### src/rtl/piso_stream_out.sv
// piso_stream_out: parallel-load, serial valid/ready output stage with selectable order and last flag.
// Optional one-entry skid buffer for zero-bubble back-to-back loads: define PISO_STREAM_SKID_EN.
`default_nettype none

module piso_stream_out #(
    parameter int  WIDTH    = 8,
    parameter int  NUM_TAPS = 4,
    localparam int CW       = $clog2(NUM_TAPS + 1)
) (
    input  logic                      CLKEXT,
    input  logic                      CLR_N,
    input  logic                      FLUSH,
    input  logic                      IN_VALID,
    output logic                      IN_READY,
    input  logic [WIDTH*NUM_TAPS-1:0] DATA_IN,
    input  logic [CW-1:0]             LOAD_CNT,
    input  logic                      DIR,
    output logic                      OUT_VALID,
    input  logic                      OUT_READY,
    output logic [WIDTH-1:0]          DATA_OUT,
    output logic                      OUT_LAST,
    output logic                      BUSY
);

    localparam int PW = $clog2(NUM_TAPS);

    typedef enum logic {
        S_IDLE  = 1'b0,
        S_SHIFT = 1'b1
    } state_t;

    state_t                    state_q, state_d;
    logic [WIDTH*NUM_TAPS-1:0] data_q, data_d;
    logic [CW-1:0]             rem_q, rem_d;
    logic [PW-1:0]             ptr_q, ptr_d;
    logic                      dir_q, dir_d;
    logic [CW-1:0]             in_cnt;
    logic                      load, xfer, last_xfer;

`ifdef PISO_STREAM_SKID_EN
    logic                      skid_full_q, skid_full_d;
    logic [WIDTH*NUM_TAPS-1:0] skid_data_q, skid_data_d;
    logic [CW-1:0]             skid_cnt_q, skid_cnt_d;
    logic                      skid_dir_q, skid_dir_d;
`endif

    // Out-of-range counts fall back to a full-width emission.
    assign in_cnt = ((LOAD_CNT == '0) || (LOAD_CNT > CW'(NUM_TAPS))) ? CW'(NUM_TAPS) : LOAD_CNT;

    function automatic logic [PW-1:0] first_ptr(input logic [CW-1:0] cnt, input logic dir);
        return dir ? '0 : PW'(cnt - CW'(1));
    endfunction

`ifdef PISO_STREAM_SKID_EN
    assign IN_READY = ~skid_full_q & CLR_N & ~FLUSH;
    assign BUSY     = (state_q == S_SHIFT) | skid_full_q;
`else
    assign IN_READY = (state_q == S_IDLE) & CLR_N & ~FLUSH;
    assign BUSY     = (state_q == S_SHIFT);
`endif

    assign OUT_VALID = (state_q == S_SHIFT);
    assign OUT_LAST  = OUT_VALID & (rem_q == CW'(1));
    assign load      = IN_VALID & IN_READY;
    assign xfer      = OUT_VALID & OUT_READY;
    assign last_xfer = xfer & (rem_q == CW'(1));

    always_comb begin
        DATA_OUT = '0;
        for (int i = 0; i < NUM_TAPS; i++) begin
            if (OUT_VALID && (ptr_q == PW'(i))) begin
                DATA_OUT = data_q[i*WIDTH +: WIDTH];
            end
        end
    end

    always_comb begin
        state_d = state_q;
        data_d  = data_q;
        rem_d   = rem_q;
        ptr_d   = ptr_q;
        dir_d   = dir_q;
`ifdef PISO_STREAM_SKID_EN
        skid_full_d = skid_full_q;
        skid_data_d = skid_data_q;
        skid_cnt_d  = skid_cnt_q;
        skid_dir_d  = skid_dir_q;
`endif
        if (FLUSH) begin
            state_d = S_IDLE;
`ifdef PISO_STREAM_SKID_EN
            skid_full_d = 1'b0;
`endif
        end else begin
            case (state_q)
                S_IDLE: begin
                    if (load) begin
                        state_d = S_SHIFT;
                        data_d  = DATA_IN;
                        rem_d   = in_cnt;
                        dir_d   = DIR;
                        ptr_d   = first_ptr(in_cnt, DIR);
                    end
                end
                default: begin
                    if (last_xfer) begin
`ifdef PISO_STREAM_SKID_EN
                        if (skid_full_q) begin
                            data_d      = skid_data_q;
                            rem_d       = skid_cnt_q;
                            dir_d       = skid_dir_q;
                            ptr_d       = first_ptr(skid_cnt_q, skid_dir_q);
                            skid_full_d = 1'b0;
                        end else if (load) begin
                            data_d = DATA_IN;
                            rem_d  = in_cnt;
                            dir_d  = DIR;
                            ptr_d  = first_ptr(in_cnt, DIR);
                        end else begin
                            state_d = S_IDLE;
                        end
`else
                        state_d = S_IDLE;
`endif
                    end else if (xfer) begin
                        rem_d = rem_q - CW'(1);
                        ptr_d = dir_q ? ptr_q + PW'(1) : ptr_q - PW'(1);
                    end
`ifdef PISO_STREAM_SKID_EN
                    // Loads arriving mid-emission park in the skid until the last beat leaves.
                    if (load && !last_xfer) begin
                        skid_full_d = 1'b1;
                        skid_data_d = DATA_IN;
                        skid_cnt_d  = in_cnt;
                        skid_dir_d  = DIR;
                    end
`endif
                end
            endcase
        end
    end

    always_ff @(posedge CLKEXT or negedge CLR_N) begin
        if (!CLR_N) begin
            state_q <= S_IDLE;
            data_q  <= '0;
            rem_q   <= '0;
            ptr_q   <= '0;
            dir_q   <= 1'b0;
`ifdef PISO_STREAM_SKID_EN
            skid_full_q <= 1'b0;
            skid_data_q <= '0;
            skid_cnt_q  <= '0;
            skid_dir_q  <= 1'b0;
`endif
        end else begin
            state_q <= state_d;
            data_q  <= data_d;
            rem_q   <= rem_d;
            ptr_q   <= ptr_d;
            dir_q   <= dir_d;
`ifdef PISO_STREAM_SKID_EN
            skid_full_q <= skid_full_d;
            skid_data_q <= skid_data_d;
            skid_cnt_q  <= skid_cnt_d;
            skid_dir_q  <= skid_dir_d;
`endif
        end
    end

endmodule

`default_nettype wire

### config.mk
export PLATFORM = sky130hd
export DESIGN_NAME = piso_stream_out
export DESIGN_NICKNAME = d
export VERILOG_FILES = /design/src/rtl/piso_stream_out.sv
export SDC_FILE = /design/constraint.sdc
export NUM_CORES = 1
export LEC_CHECK = 0
export BUFFER_PORTS_ARGS = -buffer_cell sky130_fd_sc_hd__clkbuf_2
export CORE_MARGIN = 2
export CORE_UTILIZATION = 56
export CTS_CLUSTER_SIZE = 10
export DETAILED_ROUTE_END_ITERATION = 10
export GPL_TIMING_DRIVEN = 0
export PLACE_DENSITY = 0.9
export SYNTH_ARGS = -nofsm -noshare
export SYNTH_HDL_FRONTEND = slang
export SYNTH_SLANG_ARGS = --single-unit
### constraint.sdc
create_clock -name CLKEXT -period 4.2 [get_ports CLKEXT]
set_input_delay 0.63 -clock CLKEXT [delete_from_list [all_inputs] [get_ports CLKEXT]]
set_output_delay 0.63 -clock CLKEXT [all_outputs]
set_load 0.02 [all_outputs]
==> metrics.txt <==
status finished clean; Clock Skews ~0.0057 ns; CTS tree built; critical path class reg -> out; CTS Sinks 39; crit path max-delay cell type dfrtp_1; crit share post-route a little over two thirds; die width 63.3 um; DP Worst Slack around 1.4 ns; post-place instance area 0.00228 mm2; minimum clock period just under 3 ns; post_cts resized 0; largest net degree at the start of global routing 43; HPWL Detailed approximately 2900 um; Mapped Area a little under 0.002 mm2; gr ovfl total 0; worst slew pin tran 1.01 ns; Top delay family on crit path buffers and inverters; GRT Total Usage between 20 and 25%; CP max stage delay about 0.44 ns; Distinct cells, synth 30; largest family of logic cells by synthesized area multiplexers; worst rel slew slack roughly a third; root buf cell clkbuf_4; Post-synth EDFFs 0; Simple-Gate Fraction of Synth Area slightly below 10%; fmax roughly 340 MHz; Peak VDD IR around 0.3 mV; Synth Area in Compound Gates about 10%; Post CTS Setup Buffer Count 0; Pins Over Slew Limit 0; post-route ant nets 0; synth-to-layout area growth 19.7%; post-synthesis sequential area ratio 49.6%; final hold vios 0; synth warn 0; post-synthesis register bit count 39; FILL cells between 200 and 300; final setup margin between 1 and 1.5 ns; Critical Path End Type primary output; ys flop type dfrtp_1; async set-reset flop share out of synthesis 100%; NumNets Final 270; CTS Hold Bufs 0; PD cells between 400 and 500 mW/mm2; Syn Nets 211; Util after Layout roughly 70%; global-route wire length before repair 6960 um; die area 0.00400 mm2; share of layout cells above drive strength 1 roughly 45%; Initial Utilization between 50 and 60%; WL final ~4000 um; MaxCap Viol Count 0; Ports between 50 and 60; Avg Inst Size Synth 12.1 um2; Crit path required time 3.57 ns; worst skew pair latency between 0.3 and 0.4 ns; Min-Delay Path Class in -> async; H-Tree Depth 2; Setup-failing EPs final 0; port bufs 52; CTS Buf Count 5; clock slew at reported path FFs roughly 0.11 ns; vias in the first global route 1471; core area approximately 0.0034 mm2; critical path peak fanout 9; chip height ~63 um; initial antenna violation count 0; Synth Area in XOR/XNOR 0.891%; Arr. time, crit path ~2.3 ns; post-synthesis mux area share approximately a fifth; Buf+Inv Stages, Crit Path 4; Tot Pwr 0.00110 W; # DRC 0; detailed router's first-iteration violation count 46; CP cell instances inv_1 -> ha_1 -> clkbuf_1 -> nor2b_1 -> buf_2 -> a221oi_1 -> o31ai_1 -> clkbuf_2; routed via count approximately 1500; ANT cells 0; Sum Neg Setup Slack 0 ns; drt first pass iters 4; CTS max path bufs 2; Via density roughly 5.4; final instance area 0.00235 mm2; Routability Congestion between 0.7 and 0.8; RSZ-0062 raised after global routing false; WL per Instance roughly 15 um; Synth Instances about 160; Synth Area in Adders 4.45%; critical path launch point type flip-flop; Rows 21; P_leak between 1 and 1.5 nW
[worst paths after layout]
kind | from | endpoint | slack [ns] | cells past startpoint
worst max-delay path | ptr_q[1]$_DFFE_PN0P_ | DATA_OUT[7] | 1.23 | 8
worst min-delay path | CLR_N | data_q[15]$_DFFE_PN0P_ | 0.43 | 1
worst max register to register | BUSY$_DFF_PN0_ | data_q[27]$_DFFE_PN0P_ | 2.44 | 3
worst min register to register | data_q[4]$_DFFE_PN0P_ | data_q[4]$_DFFE_PN0P_ | 0.52 | 1
max in group asynchronous | CLR_N | rem_q[0]$_DFFE_PN0P_ | 3.15 | 1
min in group CLKEXT | OUT_READY | BUSY$_DFF_PN0_ | 0.49 | 2
[cell usage in the layout (no fill, tap or decap), types with 2 or more instances in the layout]
master,Yosys,routed
clkbuf_2,0,52
dfrtp_1,39,39
mux2_2,33,33
nor2b_1,10,10
o31ai_1,9,9
a221oi_1,8,8
nand3_1,8,8
inv_1,7,7
ha_1,7,7
clkbuf_4,0,5
a21oi_1,4,4
nand2_1,4,4
buf_4,4,4
clkbuf_1,2,3
buf_1,3,3
nor3b_1,3,3
nor3_1,3,3
buf_2,2,2
xnor2_1,2,2
nor2_1,2,2
mux2i_1,2,2
clkbuf_8,0,2
[area by class of cell]
type	count	area, um2	area share (%)
sequential	39	976	41.5
multi-input combinational	106	906	38.5
timing repair buffer	52	260	11.1
clock buffer	8	68.8	2.92
buffer	11	58.8	2.50
tap	46	57.6	2.45
inverter	7	26.3	1.12
[flip-flops by register name, summed over array words and instances, names as in the netlist]
name / cells
ptr_q: 2
data_q: 32
BUSY: 1
dir_q: 1
rem_q: 3
[synth_stat cells, types with 2 or more instances]
cell,n,share of area (%)
inv_1,7,1.3
ha_1,7,4.5
a221oi_1,8,3.6
nand2_1,4,0.76
clkbuf_1,2,0.38
nand3_1,8,2.0
nor3_1,3,0.76
mux2_2,33,19
buf_1,3,0.57
nor3b_1,3,1.1
a21oi_1,4,1.0
dfrtp_1,39,50
buf_2,2,0.51
mux2i_1,2,1.0
nor2_1,2,0.38
xnor2_1,2,0.89
buf_4,4,1.5
o31ai_1,9,3.4
nor2b_1,10,3.2
[kinds of logic after synthesis]
logic type               after synthesis
flip-flops                            39
multiplexers                          36
AND/OR/NAND/NOR                       34
AO/OA/AOI/OAI                         27
buffers and inverters                 18
adder cells (fa/ha/maj)                7
XOR/XNOR                               2
[through the flow]
step	instances	hold slack, ns
floorplan	163	0.334
global placement	261	0.489
detailed placement	261	0.496
CTS	269	0.454
global route	269	0.473
finish	269	0.430
[power breakdown]
part	internal (W)	leakage (nW)	switching [W]
Combinational	0.000176	0.603	0.000188
Clock	0.0000985	0.0386	0.000119
Sequential	0.000462	0.465	0.0000557
Total	0.000736	1.11	0.000363
[routing by layer]
metal,up-vias,part of all wire [%],wire (um),track usage [%]
li1,706,-,-,-
met4,0,1.5,61,8.97
met5,-,0,0,0
met2,44,48,1930,36.2
met1,705,45,1810,30.0
met3,8,5.3,211,4.82
Power figures use the tool's default switching activity.
